**src/rtl/mem_bus_arbiter.sv**
```systemverilog
// Two-port arbiter/sequencer for the single data-memory port of the MIPS core.
// Port 0 (core) has fixed priority; port 1 is forced after STARVE_MAX lost rounds.
module mem_bus_arbiter #(
    parameter int RD_LAT     = 1,
    parameter int STARVE_MAX = 4
) (
    input  logic        clk,
    input  logic        reset,
    input  logic        m0_req,
    input  logic        m0_we,
    input  logic [31:0] m0_addr,
    input  logic [31:0] m0_wdata,
    output logic [31:0] m0_rdata,
    output logic        m0_ack,
    input  logic        m1_req,
    input  logic        m1_we,
    input  logic [31:0] m1_addr,
    input  logic [31:0] m1_wdata,
    output logic [31:0] m1_rdata,
    output logic        m1_ack,
    output logic [31:0] mem_addr,
    output logic        mem_read,
    output logic        mem_write,
    output logic [31:0] mem_wdata,
    input  logic [31:0] mem_rdata,
    output logic [1:0]  gnt
);

    localparam logic [2:0] LP_LAT    = 3'(RD_LAT);
    localparam logic [2:0] LP_STARVE = 3'(STARVE_MAX);

    typedef enum logic [1:0] {
        IDLE   = 2'd0,
        ISSUE  = 2'd1,
        RDWAIT = 2'd2,
        ACK    = 2'd3
    } state_t;

    state_t      r_state;
    state_t      w_next;
    logic [2:0]  r_starve;
    logic [2:0]  r_lat;
    logic        r_owner;
    logic        r_we;
    logic [31:0] r_mem_addr;
    logic [31:0] r_mem_wdata;
    logic [31:0] r_m0_rdata;
    logic [31:0] r_m1_rdata;
    logic        w_any_req;
    logic        w_pick1;

    assign w_any_req = m0_req | m1_req;
    // Port 1 wins when alone, or when it has lost STARVE_MAX rounds in a row.
    assign w_pick1   = m1_req & (~m0_req | (r_starve == LP_STARVE));

    always_comb begin
        w_next = r_state;
        case (r_state)
            IDLE:    if (w_any_req) w_next = ISSUE;
            ISSUE:   w_next = r_we ? ACK : RDWAIT;
            RDWAIT:  if (r_lat == 3'd1) w_next = ACK;
            ACK:     w_next = IDLE;
            default: w_next = IDLE;
        endcase
    end

    always_ff @(posedge clk or negedge reset) begin
        if (!reset) begin
            r_state     <= IDLE;
            r_starve    <= 3'd0;
            r_lat       <= 3'd0;
            r_owner     <= 1'b0;
            r_we        <= 1'b0;
            r_mem_addr  <= 32'd0;
            r_mem_wdata <= 32'd0;
            r_m0_rdata  <= 32'd0;
            r_m1_rdata  <= 32'd0;
        end else begin
            r_state <= w_next;
            case (r_state)
                IDLE: begin
                    if (!m1_req || w_pick1) begin
                        r_starve <= 3'd0;
                    end else if (m0_req && r_starve != 3'd7) begin
                        r_starve <= r_starve + 3'd1;
                    end
                    // All access fields are captured here so requester changes in flight are ignored.
                    if (w_any_req) begin
                        r_owner     <= w_pick1;
                        r_we        <= w_pick1 ? m1_we    : m0_we;
                        r_mem_addr  <= w_pick1 ? m1_addr  : m0_addr;
                        r_mem_wdata <= w_pick1 ? m1_wdata : m0_wdata;
                    end
                end
                ISSUE: begin
                    if (!r_we) r_lat <= LP_LAT;
                end
                RDWAIT: begin
                    r_lat <= r_lat - 3'd1;
                    if (r_lat == 3'd1) begin
                        if (r_owner) r_m1_rdata <= mem_rdata;
                        else         r_m0_rdata <= mem_rdata;
                    end
                end
                default: ;
            endcase
        end
    end

    assign mem_addr  = r_mem_addr;
    assign mem_wdata = r_mem_wdata;
    assign mem_read  = (r_state == ISSUE) & ~r_we;
    assign mem_write = (r_state == ISSUE) &  r_we;
    assign m0_rdata  = r_m0_rdata;
    assign m1_rdata  = r_m1_rdata;
    assign m0_ack    = (r_state == ACK) & ~r_owner;
    assign m1_ack    = (r_state == ACK) &  r_owner;
    assign gnt       = (r_state == IDLE) ? 2'b00 : {r_owner, ~r_owner};

endmodule

```
**config.mk**
```make
export PLATFORM = sky130hd
export DESIGN_NAME = mem_bus_arbiter
export DESIGN_NICKNAME = d
export VERILOG_FILES = /design/src/rtl/mem_bus_arbiter.sv
export SDC_FILE = /design/constraint.sdc
export NUM_CORES = 1
export LEC_CHECK = 0
export CAP_MARGIN = 20
export CORE_MARGIN = 2
export CORE_UTILIZATION = 46
export CTS_BUF_LIST = sky130_fd_sc_hd__clkbuf_8
export DETAILED_ROUTE_END_ITERATION = 10
export GPL_TIMING_DRIVEN = 0
export PLACE_DENSITY = 0.88
export SYNTH_ARGS = -nofsm -noshare
export SYNTH_HDL_FRONTEND = slang
export SYNTH_SLANG_ARGS = --single-unit
export TNS_END_PERCENT = 5
```
**constraint.sdc**
```tcl
create_clock -name clk -period 4.6 [get_ports clk]
set_input_delay 0.92 -clock clk [delete_from_list [all_inputs] [get_ports clk]]
set_output_delay 0.92 -clock clk [all_outputs]
set_load 0.05 [all_outputs]
```
==> flow_summary.ini, run 1 <==
[floorplan]
fp.coreArea_sq_um = 13800
dieHeight_um = 122
num_rows = 43
die_area_sq_um = 15000
io_pins = 300
start_util_pct = 46.8
dieWidth_um = 122

[pwr]
power_per_cell_area_nw_per_um2 = 813
leakage_nw = 4.14
total_power_mw = 8.16
max-vdd-ir-drop_uv = 505

[detailed_routing]
drt_iter0_markers = 375
wirelength_mm = 20.0
via_per_inst = 5.41
met2_wirelength_mm = 10.2
via_count = 5830
wl_per_cell_um = 18.6
wl_met3_mm = 1.64
antenna_left = 0
drt_pre_antenna_iters = 4
topRoutingLayerUsed = met4
met1Wirelength_mm = 7.57
drc = 0

[timing]
worstMarginPinSlew_ps = 690
finalClockSkew_ps = 13.0
slew_viol_final = 0
hold_viol_final = 0
relSlewSlack_pct = 54.0
period_needed_ps = 4050
finalCritPeriodShare_pct = 88.1
finalSetupViolCount = 0
setup_ws_ps = 549
max_freq_mhz = 247
rsz0062_at_grt = no

[synth]
synth-compound-area-share_pct = 12.6
ys_top_cells_by_count = dfrtp_1, nand2_1, mux2_2
async_flop_share_pct = 100
yosys.area_share.simple_pct = 15.6
avgSynthCellArea_sq_um = 11.4
yosysMostFrequentCell = dfrtp_1
synth_top_area_cell = dfrtp_1
synth_cell_types = 34
synth.top_cell.area_share_pct = 53.6
synth_edf_count = 0
synthAdderAreaFrac_pct = 1.75
syn_inst = 567
syn_nets = 742
synth_top_family_by_area = simple AND/OR/NAND/NOR gates
synthMuxAreaShare_pct = 11.7
ys.flop_type = dfrtp_1
synth_seq_area_share_pct = 53.6
synth_area_sq_um = 6450
synth_area_leaders = dfrtp_1, mux2_2, o211ai_2, nand2_1, nand4_1
synth_xor_area_share_pct = 0.136
ys_seq_elements = 138
yosysWarnings = 0

[clock_network]
worstSkewPairLatency_ps = 450
ctsHoldBuffers = 0
post_cts.repair.setup_buffers = 0
numCtsBuffers = 17
clockBufferDepth = 2
cts_tree = built
cts_sinks = 138
cts_htree_levels = 4
clk_pin_slew_worst_paths_ps = 80
root_buffer = clkbuf_8
post_cts_resized = 0

[finish]
drive_gt1_share_pct = 18.2
final_util_pct = 72.9
n_antenna_cell = 0
fillerInstances = 979
multi_input_area_sq_um = 2690
layout.area.seq_sq_um = 3450
syn2layout_area_growth_pct = 55.7
final_nets = 1060
stdcell_area_sq_um = 10000

[run]
timing.max_cap.violations = 0

[critical_path]
r2r-end = mem_wdata[4]
critPathCaptureType = output pin
rrSetupSlack_ps = 2400
setup.worst_path.start_class = flip-flop
critPathRequiredTime_ps = 3680
reg2regPathDepth = 6
r2r_start = r_state[0]
cp.arrival_ps = 3130
critPathKind = flip-flop to output pin
path_max_fanout = 10

[global_routing]
grt_pass1_wl_mm = 31.4
grt_pass1_vias = 6047
grt_max_degree = 82
grt_overflow = 0
grt_use_total_pct = 27.4
antenna_found_initial = 0

[min_path]
min_path_type = input port to asynchronous set/reset pin

[place]
place.gp.congestion = 0.829
dpl_cell_area_sq_um = 9690
dp_hpwl_mm = 15.1
io_buffer_count = 298
dp_slack_ps = 946

[outcome]
status = complete, no violations
-- per-stage QoR --
| step | setup TNS [ps] | cells | hold WS (ps) |
|---|---|---|---|
| after global placement | -412620 | 1045 | 467 |
| final | 0 | 1077 | 441 |
| after floorplan | 0 | 567 | 466 |
| after global routing | 0 | 1077 | 452 |
| after detailed placement | 0 | 1046 | 469 |
| after CTS | 0 | 1077 | 439 |
-- placed cells by master, fill, tap and decap left out, drive strengths merged, types with 2 or more instances in the layout --
master / n
clkbuf: 47
o21ai: 4
nand2: 132
and2: 2
nor2b: 3
buf: 24
clkinv: 6
inv: 11
o211ai: 65
nor2: 3
nand4: 65
clkinvlp: 4
ha: 9
a21oi: 3
dfrtp: 138
clkdlybuf4s50: 297
nor3b: 2
mux2: 67
a22o: 4
-- per-layer routing --
layer | global-route usage, % | up-vias
met5 | 0 | -
met3 | 8.69 | 41
met2 | 46.8 | 263
met1 | 31.8 | 2849
met4 | 11.3 | 0
li1 | - | 2677
-- power by group --
group / switching, mW / internal, mW
clock network: 0.494 / 0.425
registers: 0.352 / 1.82
logic: 3.27 / 1.80
total: 4.12 / 4.04
-- layout make-up --
cell class / count / share of cell area (%)
Tap cell: 180 / 2.24
Sequential cell: 138 / 34.4
Clock inverter: 14 / 1.23
Clock buffer: 17 / 2.33
Multi-Input combinational cell: 369 / 26.8
Inverter: 8 / 0.299
Buffer: 52 / 2.70
Timing Repair Buffer: 299 / 30.0
-- logic make-up (layout without fill, tap and decap cells) --
| family | after synthesis | count (layout) |
|---|---|---|
| buffers and inverters | 60 | 390 |
| AO/OA/AOI/OAI | 82 | 82 |
| flip-flops | 138 | 138 |
| AND/OR/NAND/NOR | 210 | 210 |
| adder cells (fa/ha/maj) | 9 | 9 |
| multiplexers | 67 | 67 |
| XOR/XNOR | 1 | 1 |
-- registers in the layout, indices dropped and copies added (netlist names), 2 cells and up --
register   cells
mem_wdata     32
m1_rdata      32
mem_addr      32
r_starve       3
r_lat          3
m0_rdata      32
r_state        2
-- worst max path at each step --
| stage | from | endpoint | slack (ps) | cells after the start |
|---|---|---|---|---|
| final | r_state[0] | gnt[0] | 550 | 6 |
| after global routing | r_state[0] | gnt[0] | 270 | 6 |
| after CTS | r_state[0] | gnt[0] | 440 | 6 |
| after detailed placement | r_state[0] | gnt[0] | 950 | 6 |
| after global placement | reset | m1_rdata[7] | -3000 | 1 |
| after floorplan | r_state[0] | gnt[0] | 1950 | 5 |
-- critical path, cell delays in order, from the launching register on --
cell	delay [ps]
dfrtp_1	410
inv_1	120
ha_1	230
clkbuf_1	440
clkbuf_1	590
nor2_1	150
clkdlybuf4s50_1	760
No activity file was read; power rests on OpenSTA's default activity.
==> inputs of run 2 (changes only) <==
--- a/config.mk
+++ b/config.mk
@@ -7,11 +7,12 @@
 export LEC_CHECK = 0
 export CAP_MARGIN = 20
 export CORE_MARGIN = 2
-export CORE_UTILIZATION = 46
+export CORE_UTILIZATION = 43
 export CTS_BUF_LIST = sky130_fd_sc_hd__clkbuf_8
 export DETAILED_ROUTE_END_ITERATION = 10
 export GPL_TIMING_DRIVEN = 0
-export PLACE_DENSITY = 0.88
+export MAX_ROUTING_LAYER = met4
+export PLACE_DENSITY = 0.83
 export SYNTH_ARGS = -nofsm -noshare
 export SYNTH_HDL_FRONTEND = slang
 export SYNTH_SLANG_ARGS = --single-unit
==> constraint.sdc (replaced) <==
create_clock -name clk -period 4.5 [get_ports clk]
set_input_delay 0.9 -clock clk [delete_from_list [all_inputs] [get_ports clk]]
set_output_delay 0.9 -clock clk [all_outputs]
set_load 0.05 [all_outputs]
==> run 2 against run 1 <==
Register-to-register slack worse by 130 ps. Sequential cell count unchanged. Final area increased by 0.76%. Clock power grew 19%. Largest cell class unchanged. Highest routed layer unchanged.
==> flow_summary.ini, run 2 (same netlist as run 1, synthesis figures left out) <==
[run]
timing.max_cap.violations = 0

[critical_path]
path_max_fanout = 10
cp.arrival_ps = 3150
critPathRequiredTime_ps = 3600
setup.worst_path.start_class = flip-flop
critPathKind = flip-flop to output pin
critPathCaptureType = output pin

[finish]
fillerInstances = 1099
mostFrequentLayoutCell = clkdlybuf4s50_1
final_cell_mix = clkdlybuf4s50_1, dfrtp_1, nand2_1
final_util_pct = 69.4
final_nets = 1060
multi_input_area_sq_um = 2690
n_antenna_cell = 0
layout.area.seq_sq_um = 3450
layoutNonFillerInstCount = 1082
drive_gt1_share_pct = 18.3
syn2layout_area_growth_pct = 56.9

[clock_network]
cts_htree_levels = 4
clk_pin_slew_worst_paths_ps = 80
cts_sinks = 138
clockBufferDepth = 2
worstSkewPairLatency_ps = 450
cts_tree = built
post_cts_resized = 0
ctsHoldBuffers = 0
post_cts.repair.setup_buffers = 0
numCtsBuffers = 17
root_buffer = clkbuf_8

[floorplan]
dieHeight_um = 126
dieWidth_um = 126
io_pins = 300
start_util_pct = 44.2
num_rows = 44
die_area_sq_um = 16000
fp.coreArea_sq_um = 14600

[timing]
max_freq_mhz = 247
rsz0062_at_grt = no
period_needed_ps = 4050
finalSetupViolCount = 0
slew_viol_final = 0
worstMarginPinSlew_ps = 744
relSlewSlack_pct = 50.4
hold_viol_final = 0
finalCritPeriodShare_pct = 89.9
finalClockSkew_ps = 12.4

[detailed_routing]
drt_pre_antenna_iters = 4
via_per_inst = 5.37
wirelength_mm = 19.5
drc = 0
antenna_left = 0
via_count = 5809
drt_iter0_markers = 314
wl_per_cell_um = 18.0

[min_path]
min_path_type = input port to asynchronous set/reset pin

[global_routing]
grt_overflow = 0
antenna_found_initial = 0
grt_pass1_vias = 5871
grt_use_total_pct = 25.3
grt_max_degree = 82
grt_pass1_wl_mm = 30.9

[place]
io_buffer_count = 298
dp_hpwl_mm = 14.5
dp.cells = 1050
place.gp.congestion = 0.828

[pwr]
max-vdd-ir-drop_uv = 355
power_per_cell_area_nw_per_um2 = 836
leakage_nw = 4.17
total_power_mw = 8.46

[outcome]
status = complete, no violations
## run 2: cell types whose count changed in the layout (fill, tap and decap cells not counted), sizes merged
cell,change
bufinv,+2
clkbuf,+2
clkinv,-2
inv,-1
## run 2: worst paths after layout
check | slack [ps] | to | cells past startpoint | start
min in group clk | 490 | mem_addr[30] | 2 | mem_addr[30]
worst min register to register | 490 | mem_addr[30] | 2 | mem_addr[30]
worst min-delay path | 430 | m0_rdata[16] | 1 | reset
worst max register to register | 2270 | mem_wdata[6] | 6 | r_state[0]
worst max-delay path | 450 | gnt[0] | 6 | r_state[0]
max in group asynchronous | 3290 | mem_addr[26] | 2 | reset
## run 2: per-layer routing
layer  GRT usage (%)  vias up  wire length (um)
li1                -     2684                 -
met1            31.0     2841              8030
met2            40.6      250              9550
met3            6.33       34              1400
met4            9.31        0               490
met5               -        -                 0
## run 2: cell type report
| cell class | instances | share of cell area (%) |
|---|---|---|
| flip-flops and latches | 138 | 34.1 |
| well taps | 184 | 2.27 |
| repair buffers | 299 | 29.8 |
| multi-input cells | 369 | 26.6 |
| plain buffers | 52 | 2.68 |
| clock inverters | 13 | 1.66 |
| inverters | 8 | 0.297 |
| clock buffers | 19 | 2.58 |
## run 2: through the flow
step	hold slack (ps)	setup TNS (ps)	instance area (sq um)	setup slack, ps
final	425	0	10100	453
after global routing	444	0	10100	267
after CTS	424	0	10100	366
after detailed placement	468	0	9690	864
after global placement	468	-423190	9660	-3080
after floorplan	466	0	6450	1870
## run 2: critical path, cell delays in order, from the launching register on
cell and delay, ps:
dfrtp_1 410, inv_1 120, ha_1 220, clkbuf_1 440
clkbuf_1 630, nor2_1 130, clkdlybuf4s50_1 750
## run 2: power breakdown
group          internal, mW  switching [mW]  leakage (nW)
combinational          1.84            3.33          2.30
clock                 0.582           0.508         0.206
sequential             1.86           0.341          1.66
==> inputs of run 3 (changes only) <==
--- a/config.mk
+++ b/config.mk
@@ -5,7 +5,6 @@
 export SDC_FILE = /design/constraint.sdc
 export NUM_CORES = 1
 export LEC_CHECK = 0
-export CAP_MARGIN = 20
 export CORE_MARGIN = 2
 export CORE_UTILIZATION = 43
 export CTS_BUF_LIST = sky130_fd_sc_hd__clkbuf_8
@@ -13,6 +12,7 @@
 export GPL_TIMING_DRIVEN = 0
 export MAX_ROUTING_LAYER = met4
 export PLACE_DENSITY = 0.83
+export SKIP_LAST_GASP = 1
 export SYNTH_ARGS = -nofsm -noshare
 export SYNTH_HDL_FRONTEND = slang
 export SYNTH_SLANG_ARGS = --single-unit
==> results of run 3 <==
Final layout, timing and power as in run 2 (identical DEF).
